**config.mk**
```make
export PLATFORM = sky130hd
export DESIGN_NAME = mi2c_ctrl
export DESIGN_NICKNAME = d
export VERILOG_FILES = /design/src/rtl/mi2c_pkg.sv /design/src/rtl/mi2c_ctrl.sv
export SDC_FILE = /design/constraint.sdc
export NUM_CORES = 1
export LEC_CHECK = 0
export CORE_ASPECT_RATIO = 0.75
export CORE_MARGIN = 1
export CORE_UTILIZATION = 30
export CTS_BUF_LIST = sky130_fd_sc_hd__clkbuf_16
export CTS_CLUSTER_SIZE = 24
export DETAILED_ROUTE_END_ITERATION = 7
export PLACE_DENSITY = 0.62
export SLEW_MARGIN = 20
export SYNTH_ARGS = -nofsm -noshare
export SYNTH_HDL_FRONTEND = slang
export SYNTH_SLANG_ARGS = --single-unit
```
**constraint.sdc**
```tcl
create_clock -name clk_i -period 2.5 [get_ports clk_i]
set_input_delay 0.375 -clock clk_i [delete_from_list [all_inputs] [get_ports clk_i]]
set_output_delay 0.375 -clock clk_i [all_outputs]
set_load 0.005 [all_outputs]
```
**src/rtl/mi2c_pkg.sv**
```systemverilog
// mi2c_pkg: command encodings shared by mi2c_ctrl and mi2c_drive, plus the
// transaction phase enum used by mi2c_ctrl.
package mi2c_pkg;

  // One-hot driver commands.
  localparam logic [5:0] CMD_IDLE = 6'b000000;
  localparam logic [5:0] CMD_STAR = 6'b000001;
  localparam logic [5:0] CMD_WR   = 6'b000010;
  localparam logic [5:0] CMD_GACK = 6'b000100;
  localparam logic [5:0] CMD_RD   = 6'b001000;
  localparam logic [5:0] CMD_OACK = 6'b010000;
  localparam logic [5:0] CMD_STOP = 6'b100000;

  typedef enum logic [3:0] {
    P_IDLE,
    P_START,
    P_DEVW,
    P_ACKD,
    P_REG,
    P_ACKR,
    P_WDAT,
    P_ACKW,
    P_RSTART,
    P_DEVR,
    P_ACKDR,
    P_RDAT,
    P_OACK,
    P_STOP
  } phase_e;

  // Driver command issued for each phase.
  function automatic logic [5:0] phase_cmd(input phase_e ph);
    case (ph)
      P_START, P_RSTART:             phase_cmd = CMD_STAR;
      P_DEVW, P_REG, P_WDAT, P_DEVR: phase_cmd = CMD_WR;
      P_ACKD, P_ACKR, P_ACKW, P_ACKDR: phase_cmd = CMD_GACK;
      P_RDAT:                        phase_cmd = CMD_RD;
      P_OACK:                        phase_cmd = CMD_OACK;
      P_STOP:                        phase_cmd = CMD_STOP;
      default:                       phase_cmd = CMD_IDLE;
    endcase
  endfunction

  // Phases whose completion carries a slave ACK/NACK.
  function automatic logic is_gack(input phase_e ph);
    return (ph == P_ACKD) || (ph == P_ACKR) || (ph == P_ACKW) || (ph == P_ACKDR);
  endfunction

endpackage

```
**src/rtl/mi2c_ctrl.sv**
```systemverilog
// mi2c_ctrl: expands one register read/write request into the one-hot
// command stream consumed by mi2c_drive. Optional macro MI2C_CTRL_REG16_EN
// widens the register address to 16 bits (sent MSB byte first).
module mi2c_ctrl
  import mi2c_pkg::*;
#(
  parameter int unsigned LEN_W = 4,
  parameter int unsigned CMD_W = 6
) (
  input  logic             clk_i,
  input  logic             rst_n,
  input  logic             req_valid_i,
  output logic             req_ready_o,
  input  logic             req_rw_i,
  input  logic [6:0]       dev_addr_i,
`ifdef MI2C_CTRL_REG16_EN
  input  logic [15:0]      reg_addr_i,
`else
  input  logic [7:0]       reg_addr_i,
`endif
  input  logic [LEN_W-1:0] len_i,
  output logic             wr_req_o,
  input  logic [7:0]       wr_data_i,
  output logic             rd_valid_o,
  output logic [7:0]       rd_data_o,
  output logic             busy_o,
  output logic             done_o,
  output logic             err_o,
  output logic             cmd_en_o,
  output logic [CMD_W-1:0] cmd_sta_o,
  output logic [7:0]       tx_data_o,
  output logic             rd_over_o,
  input  logic             cmd_done_i,
  input  logic             slave_ack_i,
  input  logic [7:0]       rd_data_i
);

`ifdef MI2C_CTRL_REG16_EN
  localparam int unsigned REG_W = 16;
`else
  localparam int unsigned REG_W = 8;
`endif

  phase_e           phase_q;
  logic             issue_q;    // 1: issue sub-step, 0: waiting for cmd_done_i
  logic [LEN_W-1:0] cnt_q;
  logic [6:0]       dev_q;
  logic [REG_W-1:0] reg_q;
  logic             rw_q;
  logic             wr_pend_q;  // wr_data_i is valid this cycle
`ifdef MI2C_CTRL_REG16_EN
  logic             reg_lsb_q;  // second (LSB) register byte in progress
`endif

  // Phase sequencer with all outputs registered.
  always_ff @(posedge clk_i or negedge rst_n) begin
    if (!rst_n) begin
      phase_q     <= P_IDLE;
      issue_q     <= 1'b0;
      cnt_q       <= '0;
      dev_q       <= '0;
      reg_q       <= '0;
      rw_q        <= 1'b0;
      wr_pend_q   <= 1'b0;
`ifdef MI2C_CTRL_REG16_EN
      reg_lsb_q   <= 1'b0;
`endif
      req_ready_o <= 1'b1;
      wr_req_o    <= 1'b0;
      rd_valid_o  <= 1'b0;
      rd_data_o   <= '0;
      busy_o      <= 1'b0;
      done_o      <= 1'b0;
      err_o       <= 1'b0;
      cmd_en_o    <= 1'b0;
      cmd_sta_o   <= '0;
      tx_data_o   <= '0;
      rd_over_o   <= 1'b0;
    end else begin
      cmd_en_o   <= 1'b0;
      wr_req_o   <= 1'b0;
      rd_valid_o <= 1'b0;
      done_o     <= 1'b0;
      wr_pend_q  <= wr_req_o;
      if (wr_pend_q) tx_data_o <= wr_data_i;

      if (phase_q == P_IDLE) begin
        if (req_valid_i && req_ready_o) begin
          dev_q       <= dev_addr_i;
          reg_q       <= reg_addr_i;
          rw_q        <= req_rw_i;
          cnt_q       <= len_i;
          err_o       <= 1'b0;
          busy_o      <= 1'b1;
          req_ready_o <= 1'b0;
          phase_q     <= P_START;
          issue_q     <= 1'b1;
`ifdef MI2C_CTRL_REG16_EN
          reg_lsb_q   <= 1'b0;
`endif
        end
      end else if (issue_q) begin
        issue_q   <= 1'b0;
        cmd_en_o  <= 1'b1;
        cmd_sta_o <= CMD_W'(phase_cmd(phase_q));
        // tx_data_o is staged one command ahead of the WR that ships it.
        case (phase_q)
          P_START:  tx_data_o <= {dev_q, 1'b0};
          P_ACKD:   tx_data_o <= reg_q[REG_W-1 -: 8];
          P_ACKR: begin
`ifdef MI2C_CTRL_REG16_EN
            if (!reg_lsb_q) tx_data_o <= reg_q[7:0];
            else if (!rw_q) wr_req_o <= 1'b1;
`else
            if (!rw_q) wr_req_o <= 1'b1;
`endif
          end
          P_ACKW:   if (cnt_q != '0) wr_req_o <= 1'b1;
          P_RSTART: tx_data_o <= {dev_q, 1'b1};
          P_OACK:   rd_over_o <= (cnt_q == '0);
          default:  ;
        endcase
      end else if (cmd_done_i && !cmd_en_o && !wr_pend_q) begin
        // A done in the issue cycle, or before the pulled write byte lands, is ignored.
        issue_q <= 1'b1;
        if (is_gack(phase_q) && slave_ack_i) begin
          err_o   <= 1'b1;
          phase_q <= P_STOP;
        end else begin
          case (phase_q)
            P_START:  phase_q <= P_DEVW;
            P_DEVW:   phase_q <= P_ACKD;
            P_ACKD:   phase_q <= P_REG;
            P_REG:    phase_q <= P_ACKR;
            P_ACKR: begin
`ifdef MI2C_CTRL_REG16_EN
              if (!reg_lsb_q) begin
                reg_lsb_q <= 1'b1;
                phase_q   <= P_REG;
              end else begin
                phase_q <= rw_q ? P_RSTART : P_WDAT;
              end
`else
              phase_q <= rw_q ? P_RSTART : P_WDAT;
`endif
            end
            P_WDAT:   phase_q <= P_ACKW;
            P_ACKW: begin
              if (cnt_q == '0) begin
                phase_q <= P_STOP;
              end else begin
                cnt_q   <= cnt_q - 1'b1;
                phase_q <= P_WDAT;
              end
            end
            P_RSTART: phase_q <= P_DEVR;
            P_DEVR:   phase_q <= P_ACKDR;
            P_ACKDR:  phase_q <= P_RDAT;
            P_RDAT: begin
              rd_data_o  <= rd_data_i;
              rd_valid_o <= 1'b1;
              phase_q    <= P_OACK;
            end
            P_OACK: begin
              if (cnt_q == '0) begin
                phase_q <= P_STOP;
              end else begin
                cnt_q   <= cnt_q - 1'b1;
                phase_q <= P_RDAT;
              end
            end
            P_STOP: begin
              phase_q     <= P_IDLE;
              issue_q     <= 1'b0;
              done_o      <= 1'b1;
              busy_o      <= 1'b0;
              req_ready_o <= 1'b1;
              cmd_sta_o   <= CMD_W'(CMD_IDLE);
            end
            default:  phase_q <= P_IDLE;
          endcase
        end
      end
    end
  end

endmodule

```
# Word level (Yosys, flattened, before mapping)
# Memory sizes are Yosys's and may differ from the RTL's.
# Cells that the tools add are included.
# totals
regBits	56
mem_bits_ro	96
inputBits	41
n_memories	1
# op_classes
addsub	1
muxes	62
n_bitwise	3
n_reduce_logical	27
eq_ne	18
# mem_list
memory	depth	width	rd	rd_ports_with_merged_regs	wr	line	rtl
(name not given)	16	6	1	0	0	mi2c_pkg.sv:33	case (ph)
# op_table
operator	count
$mux 4	14
$pmux 4 s12	1
$mux 1	37
$eq 4x4->1 const B	6
$mux 6	4
$mux 8	3
$pmux 8 s3	1
$eq 4x3->1 const B	4
$reduce_bool 2->1	6
$reduce_and 5->1	2
$eq 4x2->1 const B	2
$logic_not 4->1	2
$reduce_and 4->1	2
$ne 2x2->1 const B	3
$reduce_and 3->1	2
$reduce_and 6->1	1
$eq 4x1->1 const B	1
$logic_and 1x1->1	4
$ne 2x1->1 const B	2
$reduce_bool 4->1	1
$sub 4x1->4 const B	1
$logic_or 1x1->1	3
$mux 3	1
$not 1->1	3
other kinds (4)	5

# Logic depth before layout (Yosys ltp)
# logic_depth
depth_word	9
mapped_depth	7
depth_no_buf	6

# Worst setup path before layout
# Ideal clock, no wire load.
# synth_path
kind	register -> register
startpoint	reg issue_q
endpoint	reg rd_data_o[0]
slack_ns	0.665
synth_period_minus_slack_ns	1.835
path_stages_with_launch	5
t_arrival_ns	1.710
n_path_buf	1
path_cell_list	dfrtp_1 or4b_1 buf_2 nor3_4 mux2_2
# synth_via
elab_chain_cells	2
# synth_rtl
element	line	rtl
start: declaration	mi2c_ctrl.sv:45	logic issue_q;
start signal: assignment	mi2c_ctrl.sv:59	issue_q <= 1'b0;
start signal: assignment	mi2c_ctrl.sv:97	issue_q <= 1'b1;
start signal: assignment	mi2c_ctrl.sv:103	issue_q <= 1'b0;
$not 1->1 (no source line)	n/a	
$reduce_and 5->1 (no source line)	n/a	
end signal: assignment	mi2c_ctrl.sv:160	rd_data_o <= rd_data_i;
end: declaration	mi2c_ctrl.sv:25	output logic [7:0] rd_data_o,
# Every way passes these cells.
# A chain may end at the register's enable or synchronous reset.

# Worst setup path in the final report
# layout_path
startpoint	reg phase_q[3]
endpoint	reg phase_q[0]
# layout_via
elab_chain_cells	9
word_cells_on_any_way	26
# layout_rtl
element	line	rtl
start: declaration	mi2c_ctrl.sv:44	phase_e phase_q;
start signal: assignment	mi2c_ctrl.sv:144	phase_q <= rw_q ? P_RSTART : P_WDAT;
branches (longest 9 deep; another with $pmux 4 s12)	n/a	
# Several ways; the timed one is not identified. The select of a mux whose other input is x is not followed.

==> results.py <==
metrics = {
    "timing": {
        "finalCritPeriodShare": 0.821,
        "fmax_mhz": 487,
        "tightestPinTransition_ns": 0.721,
        "fin_skew_ns": 0.0121,
        "fin_crit_ns": 2.05,
        "setup_ws_ns": 0.449,
        "rsz0062_at_grt": "no",
        "final_max_slew_viol_count": 0,
        "finalSetupViolations": 0,
        "relSlewSlack": 0.519,
        "finalHoldViolCount": 0,
        "setup_tns_ns": 0,
    },
    "global_routing": {
        "grt_pass1_wl_mm": 10.3,
        "grt_pass1_vias": 2029,
        "grt_use_total": 0.151,
        "grt_max_degree": 57,
        "grt_overflow": 0,
        "antenna_found_initial": 0,
    },
    "routing": {
        "top_layer_used": "met4",
        "drtPass1Iterations": 4,
        "via_count": 2147,
        "wl_met1_mm": 3.19,
        "wl_mm": 6.33,
        "drtIter0Drc": 100,
        "ant_nets": 0,
        "avgRoutedWirePerCell_um": 14.7,
        "drcViolationCount": 0,
        "met2WireLength_mm": 2.62,
        "met3_length_um": 461,
        "viasPerCell": 4.97,
    },
    "setup_path": {
        "crit_family": "simple AND/OR/NAND/NOR gates",
        "timing.critical_path.arrival_ns": 2.27,
        "max_stage_delay_ns": 0.77,
        "cpMaxStageDelayCell": "or4_1",
        "crit_chain": "or4_1, nor2_4, nor3_1, a21oi_1",
        "path_buf_inv": 0,
        "crit_type": "reg -> reg",
        "endpoint_kind": "register",
        "worst-endpoint-required_ns": 2.72,
        "cp_max_fo": 18,
        "start_kind": "register",
    },
    "synthesis": {
        "synth.most_common_cell": "nand2_1",
        "synth.largest_area_cell": "dfrtp_1",
        "synth-xor-area-share": 0,
        "yosys.area_share.adder": 0.00484,
        "synth_nets": 293,
        "synthMuxAreaShare": 0.0741,
        "synthCells": 251,
        "yosys.area_share.simple": 0.181,
        "ys_types": 50,
        "synth_top_family_by_area": "simple AND/OR/NAND/NOR gates",
        "synth_common_cells": "nand2_1 (56), dfrtp_1 (55), nor2_1 (12), a22oi_1 (10), o21ai_0 (10)",
        "postSynthAreaPerCell_um2": 10.3,
        "syn_area_um2": 2580,
        "yosysSeqAreaShare": 0.543,
        "yosys_warnings": 0,
        "synth_edf_count": 0,
        "synth_compound_area_frac": 0.162,
        "synth_ff_type": "dfrtp_1",
        "async_reset_ff_frac": 1.00,
        "synth.top_cell.area_share": 0.532,
        "yosys-top-cells-area": "dfrtp_1 (53%), nand2_1 (8.1%), mux2_2 (3.9%)",
        "yosys_register_bits": 56,
    },
    "clock_tree": {
        "ctsResizeCount": 0,
        "cts_inserted_buffers": 5,
        "post_cts_buffers": 0,
        "clock_latency_ns": 0.30,
        "cts_hold_buf": 0,
        "clkTransAtPathRegs_ns": 0.07,
        "h-tree-depth": 2,
        "cts_buffer_depth": 2,
        "root_buffer": "clkbuf_16",
        "tritoncts": "done",
        "numClockSinks": 56,
    },
    "finish": {
        "finish.instance_area_um2": 3580,
        "area_growth_pct": 38.4,
        "nNetsFinal": 369,
        "antennaDiodeCount": 0,
        "drive_gt1_frac": 0.116,
        "fill_cells": 817,
        "fin_util": 0.440,
    },
    "placement": {
        "dp_hpwl_mm": 4.50,
        "pre_cts_slack_ns": 0.167,
        "place_congestion": 0.813,
        "place_area_um2": 3440,
        "numPortBuffers": 70,
    },
    "outcome": {
        "status": "finished clean",
    },
    "floorplan": {
        "dieWidth_um": 109,
        "ioPinCount": 71,
        "row_count": 28,
        "core_area_um2": 8130,
        "die-area_um2": 9000,
        "die_h_um": 82.4,
        "start_util": 0.318,
    },
    "power_and_ir_drop": {
        "p_leak_nw": 1.58,
        "peakVddDrop_mv": 0.399,
        "power.density_nw_per_um2": 1050,
    },
    "flow_run": {
        "maxCapViolations": 0,
    },
    "min_path": {
        "min_path_type": "in -> async",
    },
}
[cells by family after synthesis]
family / count (synthesis)
simple gates: 96
compound gates: 60
flops: 56
buf+inv: 20
mux: 18
fa+ha+maj: 1
[where the power goes]
group	internal, W	total, W	switching, W
combinational	0.000833	0.00150	0.000665
sequential	0.00125	0.00157	0.000320
clock	0.000370	0.000699	0.000328
total	0.00245	0.00377	0.00131
[flip-flops by register name, indices dropped and copies added (netlist names)]
name	flops
wr_pend_q	1
tx_data_o	8
cmd_sta_o	6
wr_req_o	1
issue_q	1
rw_q	1
rd_over_o	1
rd_valid_o	1
busy_o	1
req_ready_o	1
err_o	1
phase_q	4
reg_q	8
dev_q	7
done_o	1
cnt_q	4
cmd_en_o	1
rd_data_o	8
[per-layer routing]
| layer | global-route usage | vias up |
|---|---|---|
| met2 | 0.213 | 80 |
| met5 | 0 | - |
| met1 | 0.223 | 1018 |
| met4 | 0.0480 | 0 |
| li1 | - | 1041 |
| met3 | 0.0400 | 8 |
[cell type report]
type	instances	area, um^2	share of cell area
timing repair buffer	82	786	0.220
inverter	7	26.3	0.00734
sequential	56	1400	0.392
clock buffer	5	125	0.0350
multi-input combinational	175	1090	0.305
tap	105	131	0.0367
clock inverter	2	16.3	0.00455
[path summary, 6_finish.rpt]
| path | start | to | slack [ns] | depth (start not counted) |
|---|---|---|---|---|
| setup / recovery | phase_q[3] | phase_q[0] | 0.45 | 4 |
| hold / removal | rst_n | cnt_q[2] | 0.23 | 2 |
| setup reg to reg | phase_q[3] | phase_q[0] | 0.45 | 4 |
| hold reg to reg | wr_req_o | wr_pend_q | 0.40 | 0 |
| max in group asynchronous | rst_n | phase_q[0] | 1.79 | 2 |
| min in group clk_i | wr_req_o | wr_pend_q | 0.40 | 0 |
[metrics by stage]
stage                     power [W]  std cells  hold WS [ns]
after CTS                   0.00379        432         0.257
after global placement      0.00306        425         0.379
after global routing        0.00404        432         0.294
final                       0.00377        432         0.229
after detailed placement    0.00308        425         0.400
after floorplan             0.00238        251        0.0794
[placed cells by master, fill, tap and decap left out, types with 2 or more instances in the layout]
master | Yosys | layout
nor3_1 | 3 | 3
a21oi_1 | 9 | 9
dfrtp_1 | 55 | 55
inv_1 | 7 | 7
nand2b_1 | 4 | 4
clkbuf_16 | 0 | 5
o22ai_1 | 2 | 2
mux2_2 | 9 | 9
a31oi_1 | 6 | 6
clkdlybuf4s50_1 | 0 | 69
o21a_1 | 2 | 2
o32ai_1 | 3 | 3
o22a_1 | 3 | 3
mux2i_1 | 9 | 9
a22oi_1 | 10 | 10
or2_2 | 2 | 2
nand2_1 | 56 | 56
a22o_1 | 3 | 3
nor3b_1 | 2 | 2
buf_4 | 1 | 12
a21o_1 | 5 | 5
nand3_1 | 3 | 3
nor2_1 | 12 | 12
o21ai_0 | 10 | 10
(Power assumes the default switching activity.)
